===== src/rtl/xmii_to_axis_if.sv =====
// Byte-wide AXI4-Stream receive channel without backpressure, as driven by the
// PHY-side frame receiver.
interface xmii_to_axis_if;
  logic [7:0] tdata;
  logic       tvalid;
  logic       tlast;
  logic       tuser;

  modport master (output tdata, tvalid, tlast, tuser);
  modport slave  (input  tdata, tvalid, tlast, tuser);
endinterface


===== src/rtl/xmii_to_axis.sv =====
// PHY receive path (2/4/8-bit groups) to 8-bit AXI4-Stream: preamble/SFD detection,
// optional CRC-32 check and FCS strip, per-frame error flag and status pulses.
module xmii_to_axis #(
  parameter int unsigned PHY_WIDTH          = 4,
  parameter bit          CHECK_FCS          = 1'b1,
  parameter int unsigned MIN_PREAMBLE_BYTES = 1
) (
  input  logic                 clock,
  input  logic                 aresetn,
  input  logic [PHY_WIDTH-1:0] mii_d,
  input  logic                 mii_dv,
  input  logic                 mii_er,
  xmii_to_axis_if.master       maxis,
  output logic                 stat_frame_ok,
  output logic                 stat_frame_err
);

  localparam int unsigned Groups = 8 / PHY_WIDTH;
  // Payload slot plus the four FCS bytes held back so they can be stripped.
  localparam int unsigned Depth  = CHECK_FCS ? 5 : 1;

  localparam logic [1:0] StIdle = 2'd0;
  localparam logic [1:0] StPre  = 2'd1;
  localparam logic [1:0] StData = 2'd2;
  localparam logic [1:0] StDrop = 2'd3;

  logic [1:0]            state_q, state_d;
  logic                  first_q;
  logic [1:0]            grp_q, grp_d;
  logic [7:0]            asm_q, asm_d;
  logic [7:0]            pre_cnt_q, pre_cnt_d;
  logic [2:0]            nbytes_q, nbytes_d;
  logic                  err_q, err_d;
  logic [31:0]           crc_q, crc_d;
  logic [Depth-1:0][7:0] dl_q, dl_d;
  logic [7:0]            tdata_q, tdata_d;
  logic                  tvalid_q, tvalid_d;
  logic                  tlast_q, tlast_d;
  logic                  tuser_q, tuser_d;
  logic                  ok_q, ok_d;
  logic                  bad_q, bad_d;

  logic [2:0]            lsb;
  logic [7:0]            cur_byte;
  logic [7:0]            pre_cnt_base;
  logic                  byte_done;
  logic                  frame_err;

  function automatic logic [31:0] crc_step(input logic [31:0] c, input logic [7:0] b);
    logic [31:0] r;
    r = c ^ {24'h0, b};
    for (int i = 0; i < 8; i++) begin
      r = r[0] ? ((r >> 1) ^ 32'hEDB88320) : (r >> 1);
    end
    return r;
  endfunction

  // The byte as it stands including the group on the bus this cycle.
  assign lsb          = 3'(grp_q * PHY_WIDTH);
  assign cur_byte     = ((grp_q == 2'd0) ? 8'h00 : asm_q) | (8'(mii_d) << lsb);
  assign byte_done    = mii_dv && (grp_q == 2'(Groups - 1));
  assign pre_cnt_base = (state_q == StIdle) ? 8'd0 : pre_cnt_q;
  assign frame_err    = err_q | mii_er | (grp_q != 2'd0) | (nbytes_q != 3'(Depth)) |
                        (CHECK_FCS && (crc_q != 32'hDEBB20E3));

  always_comb begin
    state_d   = state_q;
    grp_d     = 2'd0;
    asm_d     = 8'h00;
    pre_cnt_d = pre_cnt_q;
    nbytes_d  = nbytes_q;
    err_d     = err_q;
    crc_d     = crc_q;
    dl_d      = dl_q;
    tdata_d   = 8'h00;
    tvalid_d  = 1'b0;
    tlast_d   = 1'b0;
    tuser_d   = 1'b0;
    ok_d      = 1'b0;
    bad_d     = 1'b0;

    if (mii_dv) begin
      asm_d = cur_byte;
      grp_d = byte_done ? 2'd0 : grp_q + 2'd1;
    end

    unique case (state_q)
      StIdle, StPre: begin
        if (!mii_dv) begin
          state_d = StIdle;
        end else if (first_q || mii_er) begin
          // Never lock onto a stream already in flight when reset releases.
          state_d = StDrop;
        end else begin
          state_d   = StPre;
          pre_cnt_d = pre_cnt_base;
          if (byte_done) begin
            if (cur_byte == 8'h55) begin
              if (pre_cnt_base != 8'hFF) pre_cnt_d = pre_cnt_base + 8'd1;
            end else if (cur_byte == 8'hD5 && 32'(pre_cnt_base) >= MIN_PREAMBLE_BYTES) begin
              state_d  = StData;
              crc_d    = 32'hFFFFFFFF;
              nbytes_d = 3'd0;
              err_d    = 1'b0;
            end else begin
              state_d = StDrop;
            end
          end
        end
      end
      StData: begin
        if (mii_dv) begin
          if (mii_er) err_d = 1'b1;
          if (byte_done) begin
            crc_d = crc_step(crc_q, cur_byte);
            for (int i = Depth - 1; i > 0; i--) dl_d[i] = dl_q[i-1];
            dl_d[0] = cur_byte;
            if (nbytes_q == 3'(Depth)) begin
              tvalid_d = 1'b1;
              tdata_d  = dl_q[Depth-1];
            end else begin
              nbytes_d = nbytes_q + 3'd1;
            end
          end
        end else begin
          if (nbytes_q == 3'(Depth)) begin
            tvalid_d = 1'b1;
            tlast_d  = 1'b1;
            tuser_d  = frame_err;
            tdata_d  = dl_q[Depth-1];
          end
          ok_d    = ~frame_err;
          bad_d   = frame_err;
          state_d = StIdle;
        end
      end
      StDrop: begin
        if (!mii_dv) state_d = StIdle;
      end
    endcase
  end

  always_ff @(posedge clock or negedge aresetn) begin
    if (!aresetn) begin
      state_q   <= StIdle;
      first_q   <= 1'b1;
      grp_q     <= 2'd0;
      asm_q     <= 8'h00;
      pre_cnt_q <= 8'd0;
      nbytes_q  <= 3'd0;
      err_q     <= 1'b0;
      crc_q     <= 32'h0;
      dl_q      <= '0;
      tdata_q   <= 8'h00;
      tvalid_q  <= 1'b0;
      tlast_q   <= 1'b0;
      tuser_q   <= 1'b0;
      ok_q      <= 1'b0;
      bad_q     <= 1'b0;
    end else begin
      state_q   <= state_d;
      first_q   <= 1'b0;
      grp_q     <= grp_d;
      asm_q     <= asm_d;
      pre_cnt_q <= pre_cnt_d;
      nbytes_q  <= nbytes_d;
      err_q     <= err_d;
      crc_q     <= crc_d;
      dl_q      <= dl_d;
      tdata_q   <= tdata_d;
      tvalid_q  <= tvalid_d;
      tlast_q   <= tlast_d;
      tuser_q   <= tuser_d;
      ok_q      <= ok_d;
      bad_q     <= bad_d;
    end
  end

  assign maxis.tdata    = tdata_q;
  assign maxis.tvalid   = tvalid_q;
  assign maxis.tlast    = tlast_q;
  assign maxis.tuser    = tuser_q;
  assign stat_frame_ok  = ok_q;
  assign stat_frame_err = bad_q;

endmodule


===== src/flat_wrapper.sv =====
// flat-port wrapper written by rule: the top's interface ports become plain ports
module xmii_to_axis_flat 
#(
  parameter int unsigned PHY_WIDTH          = 4,
  parameter bit          CHECK_FCS          = 1'b1,
  parameter int unsigned MIN_PREAMBLE_BYTES = 1
)
  (clock, aresetn, mii_d, mii_dv, mii_er, stat_frame_ok, stat_frame_err, maxis_tdata, maxis_tvalid, maxis_tlast, maxis_tuser);
  xmii_to_axis_if maxis_i ();
  input  logic clock;
  input  logic aresetn;
  input  logic [PHY_WIDTH-1:0] mii_d;
  input  logic mii_dv;
  input  logic mii_er;
  output logic stat_frame_ok;
  output logic stat_frame_err;
  output wire logic [$bits(maxis_i.tdata)-1:0] maxis_tdata;
  output wire logic [$bits(maxis_i.tvalid)-1:0] maxis_tvalid;
  output wire logic [$bits(maxis_i.tlast)-1:0] maxis_tlast;
  output wire logic [$bits(maxis_i.tuser)-1:0] maxis_tuser;
  assign maxis_tdata = maxis_i.tdata;
  assign maxis_tvalid = maxis_i.tvalid;
  assign maxis_tlast = maxis_i.tlast;
  assign maxis_tuser = maxis_i.tuser;
  xmii_to_axis #(.PHY_WIDTH(PHY_WIDTH), .CHECK_FCS(CHECK_FCS), .MIN_PREAMBLE_BYTES(MIN_PREAMBLE_BYTES)) u_core (.clock(clock), .aresetn(aresetn), .mii_d(mii_d), .mii_dv(mii_dv), .mii_er(mii_er), .maxis(maxis_i), .stat_frame_ok(stat_frame_ok), .stat_frame_err(stat_frame_err));
endmodule

===== config.mk =====
export PLATFORM = sky130hd
export DESIGN_NAME = xmii_to_axis_flat
export DESIGN_NICKNAME = d
export VERILOG_FILES = /design/src/rtl/xmii_to_axis_if.sv /design/src/rtl/xmii_to_axis.sv /design/src/flat_wrapper.sv
export SDC_FILE = /design/constraint.sdc
export NUM_CORES = 1
export LEC_CHECK = 0
export ABC_AREA = 1
export BUFFER_PORTS_ARGS = -buffer_cell sky130_fd_sc_hd__buf_2
export CAP_MARGIN = 20
export CORE_MARGIN = 10
export CORE_UTILIZATION = 40
export DETAILED_ROUTE_END_ITERATION = 12
export GPL_ROUTABILITY_DRIVEN = 0
export PLACE_DENSITY_LB_ADDON = 0.2
export SETUP_SLACK_MARGIN = 0.15
export SLEW_MARGIN = 20
export SYNTH_ARGS = -nofsm -noshare
export SYNTH_HDL_FRONTEND = slang
export SYNTH_SLANG_ARGS = --single-unit

===== constraint.sdc =====
create_clock -name clock -period 4.75 [get_ports clock]
set_input_delay 0.475 -clock clock [delete_from_list [all_inputs] [get_ports clock]]
set_output_delay 0.475 -clock clock [all_outputs]
set_load 0.01 [all_outputs]

==> metrics <==
met2 GRT Util 0.2262; CP Launch Type register; Port Buf Inserts 20; Setup CP Type reg2reg; Starting Density 0.4094; Synth Area in XOR/XNOR 0.05004; endpoints failing setup 0; Post-Synth Adder-Cell Area 0.01051; DPL Wire Length 10.30 mm; Peak VDD IR 0.0002373 V; row count 44; sequential area share after synthesis 0.4628; top post-synthesis cells by count nand2_1 (243), dfrtp_1 (109), inv_1 (93), o21ai_0 (63), nor2_1 (61); Post-Synth Simple-Gate Area 0.2992; Die Y 142.0 um; cell repeated most along the worst path inv_1; clk slew on worst S/H paths 0.07 ns; Fmax achieved 358.9 MHz; Critical path origin u_core.state_q[1]; Hold Worst Slack 0.2303 ns; hold bufs inserted after CTS 0; mapped cell area 0.005951 mm2; PostCTS Resize Cnt 0; post-synth top area share 0.4584; Post-CTS Setup Bufs 0; yosys warns 0; final cycle utilization of the critical path 0.5865; # DRC 0; Final Max Tran Viols 0; met1 Usage GRT 0.1931; Worst-Skew Late Latency 0.36 ns; CTS tree yes; flops & latches, synth 110; Layout Utilization 0.4458; Die W 142.0 um; library cells used by synthesis 41; Setup Skew 0.01103 ns; min Tclk post-route 2.786 ns; total track usage 0.1445; initial antenna violation count 0; Yosys top cell by area dfrtp_1; Max Root-Sink Buffers 2; gr ovfl total 0; root buf cell clkbuf_16; Setup WS pre-CTS 1.990 ns; largest net degree at the start of global routing 71; mux share of post-synthesis cell area 0; P_leak 0.003244 uW; launching point of the worst reg2reg path u_core.state_q[1]; max_cap viols 0; GR met3 Demand/Resource 0.03805; cell family with most CP delay buffers and inverters; FFs w/ async S/R, synth 1.000; HP Class in2async; vias per std cell 5.120; Final ANT Viol Nets 0; # fillers 1487; CP cell instances inv_1 > nor2_1 > inv_1 > nor2_4 > buf_4 > nand3_1 > o21ai_1 > inv_1; WP data arrival 3.04 ns; complex-gate fraction of the synthesized area 0.09819; H-Tree Depth 3; top post-synthesis cells by area dfrtp_1 (46%), nand2_1 (15%), inv_1 (5.9%); DIE AREA 0.02016 mm2; status complete, no violations; DR pass1 iterations 5; DR WL/cell 14.96 um; RSZ-0062 raised after global routing false; Routed WL 14.67 mm; Cell Pwr Density 566.7 mW/mm2; Avg Inst Size Synth 7.668 um2; Clock Sinks 110; Top Usage Layer GRT met2; TritonCTS Buffers 9; Critical Path Sink Type register; Post-Synthesis Cells 776; Most used DFF post-synth dfrtp_1; share of layout cells above drive strength 1 0.09787; CP max stage delay 0.57 ns; Starting DRT DRC Count 445; PnR worst setup slack 1.964 ns; Data required, critical path 5.00 ns; syn nets 789; Design Power 3672 uW; largest family of logic cells by synthesized area simple AND/OR/NAND/NOR gates; vias in the first global route 4495; WP buf/inv 4; final hold vios 0; global-route wire length before repair 23.31 mm; CP Max Fanout 62; Post-synth EDFFs 0; I/O Pins 21; Diodes inserted 0; Vias 5023; layout net count 806; Synth-to-Final Area Change 8.873%; Tightest Pin Transition 0.8848 ns; slew margin rel. 0.4101; most common cell in the synthesized netlist nand2_1; Final TNS setup 0 ns; placeable core area 0.01453 mm2; CP max-delay cell buf_4
path summary, 6_finish.rpt:
kind	endpoint	slack (ns)	cells past startpoint
min in group clock	u_core.maxis.tlast	0.32	2
worst max register to register	u_core.crc_q[29]	1.96	8
worst min-delay path	u_core.dl_q[38]	0.23	1
max in group asynchronous	u_core.stat_frame_ok	3.39	2
worst min register to register	u_core.dl_q[13]	0.47	2
worst max-delay path	u_core.crc_q[29]	1.96	8
layout by cell type (no fill, tap or decap), drive strengths merged, types with 2 or more instances in the layout:
| cell | netlist | routed |
|---|---|---|
| nand2 | 259 | 259 |
| dfrtp | 109 | 109 |
| inv | 97 | 99 |
| o21ai | 72 | 72 |
| nor2 | 65 | 65 |
| nand3 | 59 | 59 |
| xor2 | 25 | 25 |
| buf | 9 | 22 |
| a21oi | 21 | 21 |
| nor3 | 12 | 12 |
| clkbuf | 7 | 10 |
| xnor2 | 9 | 9 |
| nand4 | 7 | 7 |
| ha | 5 | 5 |
| nor4 | 4 | 4 |
| o21a | 4 | 4 |
| clkinvlp | 0 | 3 |
| or2 | 2 | 2 |
worst register-to-register path, delay by kind of cell, from the launching register on:
kind / cells / cell delay [ns]
DFF: 1 / 0.40
AOI/OAI and AO/OA: 1 / 0.13
and+or+nand+nor: 3 / 1.02
buffers and inverters: 4 / 1.13
sequential cells by signal, indices dropped and copies added, names as in the netlist, 2 cells and up:
register	count
u_core.asm_q	8
u_core.pre_cnt_q	8
u_core.state_q	2
u_core.maxis.tdata	8
u_core.nbytes_q	3
u_core.crc_q	32
u_core.dl_q	40
u_core.grp_q	2
cells by family after synthesis:
group           count (synthesis)
simple gates                  410
buf+inv                       113
flops                         110
compound gates                103
xor+xnor                       34
fa+ha+maj                       5
other cells                     1
per-stage QoR:
step                instance area [um2]  instances
finish                             6479        981
global route                       6479        981
CTS                                6479        981
detailed placement                 6207        966
global placement                   6207        966
floorplan                          5951        776
cell type report:
| cell class | count | area (um2) | area share |
|---|---|---|---|
| clock buffers | 10 | 229.0 | 0.03534 |
| repair buffers | 22 | 117.6 | 0.01815 |
| flip-flops and latches | 110 | 2754 | 0.4251 |
| clock inverters | 5 | 42.54 | 0.006566 |
| inverters | 97 | 369.1 | 0.05697 |
| well taps | 184 | 230.2 | 0.03554 |
| multi-input cells | 553 | 2736 | 0.4224 |
where the power goes:
group | internal, uW | switching [uW]
sequential | 1200 | 204
combinational | 524 | 1030
clock | 359 | 359
metal layers:
layer | wire (um) | share of wire
met2 | 6820 | 0.46
met1 | 6887 | 0.47
met3 | 731 | 0.050
met5 | 0 | 0
met4 | 232 | 0.016
Power figures use the tool's default switching activity.
